--- config.mk ---
export PLATFORM = sky130hd
export DESIGN_NAME = lr_col_pack
export DESIGN_NICKNAME = d
export VERILOG_FILES = /design/src/rtl/lr_col_pack.sv
export SDC_FILE = /design/constraint.sdc
export NUM_CORES = 1
export LEC_CHECK = 0
export BUFFER_PORTS_ARGS = -buffer_cell sky130_fd_sc_hd__buf_2
export CAP_MARGIN = 10
export CORE_UTILIZATION = 50
export DETAILED_ROUTE_END_ITERATION = 8
export PLACE_DENSITY = 0.76
export SLEW_MARGIN = 15
export SYNTH_ARGS = -nofsm -noshare
export SYNTH_HDL_FRONTEND = slang
export SYNTH_SLANG_ARGS = --single-unit
--- constraint.sdc ---
create_clock -name aclk -period 2 [get_ports aclk]
set_clock_uncertainty 0.15 [all_clocks]
set_input_delay 0.3 -clock aclk [delete_from_list [all_inputs] [get_ports aclk]]
set_output_delay 0.3 -clock aclk [all_outputs]
set_load 0.02 [all_outputs]
--- src/rtl/lr_col_pack.sv ---
// lr_col_pack: joins a left and a right pixel stream into one LR stream.
// Each L/R word pair is decimated 2:1 horizontally and interleaved into one
// output word {aR, aL, bR, bL}. The block does not emit until both inputs
// reach a frame start together. Any sideband disagreement drops the pair
// and returns the block to frame search. The output goes through a
// two-entry skid buffer. Its registered full flag is what breaks the path
// from m_axis_lr_tready back to the input readies.
module lr_col_pack #(
    parameter int C_AXIS_LR_TDATA_WIDTH = 32,
    parameter int AVG_MODE              = 0
) (
    input  logic                             aclk,
    input  logic                             aresetn,

    input  logic [C_AXIS_LR_TDATA_WIDTH-1:0] s_axis_l_tdata,
    input  logic                             s_axis_l_tvalid,
    output logic                             s_axis_l_tready,
    input  logic                             s_axis_l_tlast,
    input  logic                             s_axis_l_tuser,

    input  logic [C_AXIS_LR_TDATA_WIDTH-1:0] s_axis_r_tdata,
    input  logic                             s_axis_r_tvalid,
    output logic                             s_axis_r_tready,
    input  logic                             s_axis_r_tlast,
    input  logic                             s_axis_r_tuser,

    output logic [C_AXIS_LR_TDATA_WIDTH-1:0] m_axis_lr_tdata,
    output logic                             m_axis_lr_tvalid,
    input  logic                             m_axis_lr_tready,
    output logic                             m_axis_lr_tlast,
    output logic                             m_axis_lr_tuser,

    output logic                             sync_o,
    output logic [7:0]                       err_cnt_o
);

    localparam int W = C_AXIS_LR_TDATA_WIDTH;

    // SYNC searches for a common frame start; RUN joins pairs.
    typedef enum logic {
        ST_SYNC = 1'b0,
        ST_RUN  = 1'b1
    } state_t;

    state_t        state_q, state_d;
    logic [7:0]    err_cnt_q, err_cnt_d;

    // Skid buffer: the output register is the head, and the skid register
    // is the second entry. A valid skid entry means the buffer is full.
    logic          out_valid_q, out_valid_d;
    logic [W-1:0]  out_data_q, out_data_d;
    logic          out_last_q, out_last_d;
    logic          out_user_q, out_user_d;
    logic          skid_valid_q, skid_valid_d;
    logic [W-1:0]  skid_data_q, skid_data_d;
    logic          skid_last_q, skid_last_d;
    logic          skid_user_q, skid_user_d;

    logic          full;
    logic          pair_valid;
    logic          side_mismatch;
    logic          push;
    logic          pop;
    logic          err_inc;
    logic          l_ready;
    logic          r_ready;
    logic [W-1:0]  packed_word;

    // Index 0 is the left side and index 1 is the right side.
    logic [W-1:0]  side_word [2];
    logic [7:0]    side_a    [2];
    logic [7:0]    side_b    [2];

    assign side_word[0] = s_axis_l_tdata;
    assign side_word[1] = s_axis_r_tdata;

    // Per-side 2:1 horizontal decimation.
    // Pixel p0 sits in bits 31:24 and p3 in bits 7:0.
    generate
        for (genvar gi = 0; gi < 2; gi++) begin : g_dec
            if (AVG_MODE == 1) begin : g_avg
                logic [8:0] sum_a;
                logic [8:0] sum_b;
                // The 9-bit sums keep the carry. The shift truncates, so no rounding is applied.
                assign sum_a      = {1'b0, side_word[gi][31:24]} + {1'b0, side_word[gi][23:16]};
                assign sum_b      = {1'b0, side_word[gi][15:8]}  + {1'b0, side_word[gi][7:0]};
                assign side_a[gi] = sum_a[8:1];
                assign side_b[gi] = sum_b[8:1];
            end else begin : g_keep
                // Odd pixels are dropped in this mode.
                logic unused_odd;
                assign unused_odd = ^{side_word[gi][23:16], side_word[gi][7:0]};
                assign side_a[gi] = side_word[gi][31:24];
                assign side_b[gi] = side_word[gi][15:8];
            end
        end
    endgenerate

    // Interleave the decimated pixels, with right before left in each half.
    assign packed_word = {side_a[1], side_a[0], side_b[1], side_b[0]};

    assign full          = skid_valid_q;
    assign pair_valid    = s_axis_l_tvalid & s_axis_r_tvalid;
    assign side_mismatch = (s_axis_l_tuser ^ s_axis_r_tuser) | (s_axis_l_tlast ^ s_axis_r_tlast);
    assign pop           = out_valid_q & m_axis_lr_tready;

    // State register and error counter.
    always_ff @(posedge aclk or negedge aresetn) begin
        if (!aresetn) begin
            state_q   <= ST_SYNC;
            err_cnt_q <= 8'd0;
        end else begin
            state_q   <= state_d;
            err_cnt_q <= err_cnt_d;
        end
    end

    // Next state, input readies, and the push/error decisions.
    always_comb begin
        state_d = state_q;
        l_ready = 1'b0;
        r_ready = 1'b0;
        push    = 1'b0;
        err_inc = 1'b0;
        case (state_q)
            ST_SYNC: begin
                // Heads that are not a frame start are dropped. A frame-start head waits for the other side.
                l_ready = s_axis_l_tvalid & ~s_axis_l_tuser;
                r_ready = s_axis_r_tvalid & ~s_axis_r_tuser;
                if (s_axis_l_tvalid & s_axis_l_tuser & s_axis_r_tvalid & s_axis_r_tuser) begin
                    state_d = ST_RUN;
                end
            end
            ST_RUN: begin
                if (pair_valid & side_mismatch) begin
                    // A broken pair is dropped even when the buffer is full.
                    l_ready = 1'b1;
                    r_ready = 1'b1;
                    err_inc = 1'b1;
                    state_d = ST_SYNC;
                end else begin
                    l_ready = s_axis_r_tvalid & ~full;
                    r_ready = s_axis_l_tvalid & ~full;
                    push    = pair_valid & ~full;
                end
            end
            default: state_d = ST_SYNC;
        endcase
    end

    // Saturating count of dropped (mismatched) pairs.
    always_comb begin
        err_cnt_d = err_cnt_q;
        if (err_inc && (err_cnt_q != 8'hFF)) begin
            err_cnt_d = err_cnt_q + 8'd1;
        end
    end

    // Skid buffer next state. Words leave in the order they entered.
    always_comb begin
        out_valid_d  = out_valid_q;
        out_data_d   = out_data_q;
        out_last_d   = out_last_q;
        out_user_d   = out_user_q;
        skid_valid_d = skid_valid_q;
        skid_data_d  = skid_data_q;
        skid_last_d  = skid_last_q;
        skid_user_d  = skid_user_q;
        if (skid_valid_q) begin
            // The buffer is full, so push is blocked. Only draining is possible.
            if (pop) begin
                out_data_d   = skid_data_q;
                out_last_d   = skid_last_q;
                out_user_d   = skid_user_q;
                skid_valid_d = 1'b0;
            end
        end else if (push) begin
            if (!out_valid_q || pop) begin
                out_valid_d = 1'b1;
                out_data_d  = packed_word;
                out_last_d  = s_axis_l_tlast;
                out_user_d  = s_axis_l_tuser;
            end else begin
                skid_valid_d = 1'b1;
                skid_data_d  = packed_word;
                skid_last_d  = s_axis_l_tlast;
                skid_user_d  = s_axis_l_tuser;
            end
        end else if (pop) begin
            out_valid_d = 1'b0;
        end
    end

    // Skid buffer registers.
    always_ff @(posedge aclk or negedge aresetn) begin
        if (!aresetn) begin
            out_valid_q  <= 1'b0;
            out_data_q   <= '0;
            out_last_q   <= 1'b0;
            out_user_q   <= 1'b0;
            skid_valid_q <= 1'b0;
            skid_data_q  <= '0;
            skid_last_q  <= 1'b0;
            skid_user_q  <= 1'b0;
        end else begin
            out_valid_q  <= out_valid_d;
            out_data_q   <= out_data_d;
            out_last_q   <= out_last_d;
            out_user_q   <= out_user_d;
            skid_valid_q <= skid_valid_d;
            skid_data_q  <= skid_data_d;
            skid_last_q  <= skid_last_d;
            skid_user_q  <= skid_user_d;
        end
    end

    assign s_axis_l_tready  = l_ready;
    assign s_axis_r_tready  = r_ready;
    assign m_axis_lr_tvalid = out_valid_q;
    assign m_axis_lr_tdata  = out_data_q;
    assign m_axis_lr_tlast  = out_last_q;
    assign m_axis_lr_tuser  = out_user_q;
    assign sync_o           = (state_q == ST_RUN);
    assign err_cnt_o        = err_cnt_q;

endmodule
# [Word-level counts from Yosys, hierarchy flattened]
# Cells that the tools add are included.
[word_totals] in_bits=73 elab_cells=72 ff_bits=79 out_inout_bits=46
[classes] mux=30 bitwise=19 add_sub_neg=1 n_eq_ne=3 n_reduce_logical=9
[ops] op="32-bit 2-to-1 mux" count=4
[ops] op="1-bit 2-to-1 mux" count=23
[ops] op="1-bit AND" count=11
[ops] op="3-bit AND reduction" count=3
[ops] op="8-bit by 1-bit adder with 8-bit output, second input constant" count=1
[ops] op="8-bit inequality test, second input constant" count=1
[ops] op="1-bit one-hot mux with 2 select lines" count=3
[ops] op="2-bit nonzero test" count=3
[ops] op="1-bit NOT" count=5
[ops] op="2-bit by 1-bit inequality test with 1-bit output, second input constant" count=2
[ops] op="1-bit bitwise XOR" count=2
[ops] op="1-bit logical AND" count=1
[ops] op="1-bit logical NOT" count=1
[ops] op="1-bit logical OR" count=1
[ops] op="1-bit OR" count=1

# [Logic depth before layout (Yosys ltp)]
[logic_depth] depth_word=7 depth_mapped=6

# [Worst setup path before layout]
# Ideal clock, no wire load.
[synth_path] path_kind="register -> register" start="reg state_q, in the netlist sync_o" end="reg skid_data_q[0]" setup_slack_ns=0.177 setup_ns=0.125 path_buffers=1 t_required_ns=1.725 arrival_ns=1.548 stages_incl_launch_ff=6 cell_sequence="dfrtp_1 > and3_1 > and3_4 > nand3b_4 > buf_6 > mux2_4"
[synth_between] elab_chain_cells=2
[synth_rtl] element="from (decl)" line="45" source="state_t state_q, state_d;"
[synth_rtl] element="from (signal assigned)" line="113" source="state_q <= state_d;"
[synth_rtl] element="1-bit 2-to-1 mux" line="125" source="case (state_q)"
[synth_rtl] element="3-bit AND reduction (no source line)"
[synth_rtl] element="to (signal assigned)" line="211" source="skid_data_q <= skid_data_d;"
[synth_rtl] element="to (decl)" line="55" source="logic [W-1:0] skid_data_q, skid_data_d;"
# No other way between the ends.
# A chain may end at the register's enable or synchronous reset.

# [Worst setup path after layout]
[layout_path] start="reg skid_valid_q, in the netlist full" end="out s_axis_l_tready"
[layout_between] elab_chain_cells=4
[layout_rtl] element="from (decl)" line="54" source="logic skid_valid_q, skid_valid_d;"
[layout_rtl] element="from (signal assigned)" line="210" source="skid_valid_q <= skid_valid_d;"
[layout_rtl] element="1-bit NOT (no source line)"
[layout_rtl] element="1-bit AND" line="142" source="l_ready = s_axis_r_tvalid & ~full;"
[layout_rtl] element="1-bit 2-to-1 mux" line="135" source="if (pair_valid & side_mismatch) begin"
[layout_rtl] element="1-bit one-hot mux with 2 select lines" line="125"
[layout_rtl] element="to (decl)" line="17" source="output logic s_axis_l_tready,"
# No other way between the ends.

==> impl_metrics.py <==
metrics = {
    "yosys": {
        "synthAdderAreaFrac_pct": 0.352,
        "synth_area_per_cell_um2": 14.3,
        "synth_edf_count": 0,
        "synth_top_family_by_area": "multiplexers",
        "synthMuxAreaShare_pct": 14.6,
        "ys_ff_latch": 79,
        "synth-simple-area-share_pct": 11.1,
        "seq_area_frac_synth_pct": 55.7,
        "ys_top_cells_by_count": "dfrtp_1, and2_1, a221o_1",
        "synth.area.top_cells": "dfrtp_1, mux2_4, a221o_1, and2_1, buf_6",
        "synth_compound_area_share_pct": 11.9,
        "synth.most_common_cell": "dfrtp_1",
        "synthXorXnorAreaFrac_pct": 2.68,
        "mappedNetlistArea_mm2": 0.00355,
        "synth-main-ff-cell": "dfrtp_1",
        "synth_nets": 323,
        "yosys_warnings": 0,
        "synth_top_area_share_pct": 55.7,
        "synthArstFlopShare_pct": 100,
        "synth_area_leader_cell": "dfrtp_1",
        "syn-instance-count": 249,
        "synth.distinct_cells": 34,
    },
    "cts": {
        "clockRootBuffer": "clkbuf_8",
        "clk_path_buf_depth": 2,
        "cts_setup_buffers": 0,
        "clk_pin_slew_ns": 0.07,
        "cts-buffers-inserted": 9,
        "clkSinkCount": 79,
        "tritoncts": "yes",
        "htree_levels": 3,
        "clk_latency_ns": 0.34,
    },
    "worst_setup_path": {
        "crit_arrival_ns": 1.47,
        "start_kind": "register",
        "crit_fanout": 6,
        "critPathRequiredTime_ns": 1.55,
        "reg2reg_from": "m_axis_lr_tvalid",
        "critPathKind": "register to output pin",
        "crit_start": "full",
        "endpoint_kind": "output pin",
        "reg2reg_depth": 4,
    },
    "place": {
        "gp_congestion": 0.711,
        "hpwl_um": 4670,
        "io_buffers": 86,
        "place_inst": 430,
        "dp_slack_ns": -0.0916,
        "placed_area_mm2": 0.00412,
    },
    "power": {
        "p_switching_w": 0.00181,
        "leakage_nw": 2.37,
        "p_seq_share_pct": 43.8,
        "powerDensity_mw_per_mm2": 1200,
        "ir_drop_uv": 700,
        "swShare_pct": 34.7,
        "power_w": 0.00522,
        "clkPwrFrac_pct": 23.4,
        "p_int_w": 0.00341,
        "comb_power_share_pct": 32.8,
    },
    "route": {
        "wl_per_cell_um": 16.4,
        "drt_iter0_drc": 109,
        "vias": 2421,
        "viasPerCell": 5.40,
        "postRouteWirelength_um": 7350,
        "first_pass_iters": 4,
        "route.detailed.drc": 0,
        "antenna_left": 0,
    },
    "die": {
        "ios": 119,
        "die_w_um": 86.3,
        "fp.dieH_um": 86.3,
        "initial_utilization_pct": 52.0,
        "fp.dieArea_mm2": 0.00744,
        "core_mm2": 0.00683,
        "rows": 30,
    },
    "grt": {
        "grt_pass1_vias": 2398,
        "grt_pass1_wl_um": 11700,
        "antenna_found_initial": 0,
        "gr-total-overflow": 0,
        "grt_max_degree": 46,
        "track_usage_pct": 20.3,
    },
    "cells_and_area": {
        "fill_cells": 546,
        "multiInputGateArea_mm2": 0.00147,
        "antenna_cells": 0,
        "fin_nets": 421,
        "seq_area_mm2": 0.00198,
        "drive_above_1_share_pct": 45.5,
        "stdcell_area_mm2": 0.00437,
        "stdcell_count": 448,
        "area_growth_pct": 23.0,
    },
    "worst_hold_path": {
        "min_path_type": "input pin to register",
        "whs_path_depth": 2,
        "hold_start": "m_axis_lr_tready",
    },
    "timing": {
        "fin_crit_sh_pct": 95.8,
        "rsz0062_at_grt": "no",
        "slew_violations": 0,
        "hold_violations": 0,
        "max_freq_ghz": 0.522,
        "min_period_ns": 1.92,
        "slew_headroom_pct": 57.0,
        "holdWs_ns": 0.0269,
        "final-setup-viol-count": 0,
        "worstMarginPinSlew_ns": 0.643,
        "setup_slack_ns": 0.0833,
    },
    "flow_run": {
        "cap_violations": 0,
    },
    "status": {
        "status": "finished, final reports clean",
    },
}
final cells by class:
cell class | count | share of cell area, %
flip-flops and latches | 79 | 45.3
inverters | 1 | 0.0860
well taps | 96 | 2.75
repair buffers | 100 | 13.5
multi-input cells | 156 | 33.6
clock buffers | 11 | 3.47
clock inverters | 5 | 1.29
flip-flops by register name, indices dropped and copies added, names as in the netlist:
signal            flops
m_axis_lr_tdata      32
skid_data_q          32
err_cnt_o             8
full                  1
m_axis_lr_tlast       1
m_axis_lr_tuser       1
m_axis_lr_tvalid      1
skid_last_q           1
skid_user_q           1
sync_o                1
power groups by stage:
| stage | sequential [W] | clock, W | combinational [W] |
|---|---|---|---|
| 2_1_floorplan | 0.00278 | 0 | 0.000596 |
| 3_3_place_gp | 0.00230 | 0 | 0.00166 |
| 3_5_place_dp | 0.00231 | 0 | 0.00171 |
| 4_1_cts | 0.00228 | 0.00125 | 0.00171 |
| 5_1_grt | 0.00235 | 0.00130 | 0.00184 |
| 6_report | 0.00229 | 0.00122 | 0.00171 |
worst max-delay path, cell delays in order, from the launching register on:
cell and delay [ns]:
dfrtp_2 0.50, buf_4 0.19, nand2_1 0.05, a32o_1 0.24, buf_2 0.15
layer usage:
metal / routed length (um) / GRT usage (%) / up-vias
met5: 0 / 0 / -
met2: 3340 / 32.3 / 66
met3: 300 / 4.10 / 6
met1: 3650 / 28.0 / 1220
li1: - / - / 1129
met4: 60 / 7.12 / 0
what timing repair did:
| item | in CTS | in global routing |
|---|---|---|
| setup endpoints to repair | 34 | 36 |
| resized for setup | 1 | 4 |
| hold endpoints to repair | 34 | 0 |
| cloned | 0 | 1 |
| pin swaps | 2 | 1 |
| hold buffers | 1 | 0 |
cells in the final DEF, fill, tap and decap left out, types with 3 or more instances in the layout:
master,instances
a21oi_1,3
a221o_1,34
and2_1,35
buf_12,4
buf_2,85
buf_4,10
clkbuf_8,11
dfrtp_1,78
mux2_2,6
mux2_4,30
nand2_1,4
nand3_1,4
nor2_1,4
xor2_1,8
cell families (layout without fill, tap and decap cells):
logic type      count (synthesis)  in the layout
compound gates                 46             47
flops                          79             79
simple gates                   62             62
buf+inv                        15            117
mux                            36             36
fa+ha+maj                       1              1
xor+xnor                       10             10
per-stage QoR:
| step | utilization (%) | TNS, ns |
|---|---|---|
| after CTS | 63.6 | -0.0322 |
| after detailed placement | 60.3 | -1.96 |
| after global routing | 63.9 | 0 |
| after global placement | 60.3 | -1.79 |
| after floorplan | - | 0 |
| final | 63.9 | 0 |
final timing paths:
path                                  endpoint  slack [ns]
max                            s_axis_l_tready        0.08
min                                       full        0.03
max reg2reg                 m_axis_lr_tdata[3]        0.13
min reg2reg                    skid_data_q[18]        0.35
max in group asynchronous                 full        0.77
min in group asynchronous  m_axis_lr_tdata[14]        0.29
No activity file was read; power rests on OpenSTA's default activity.
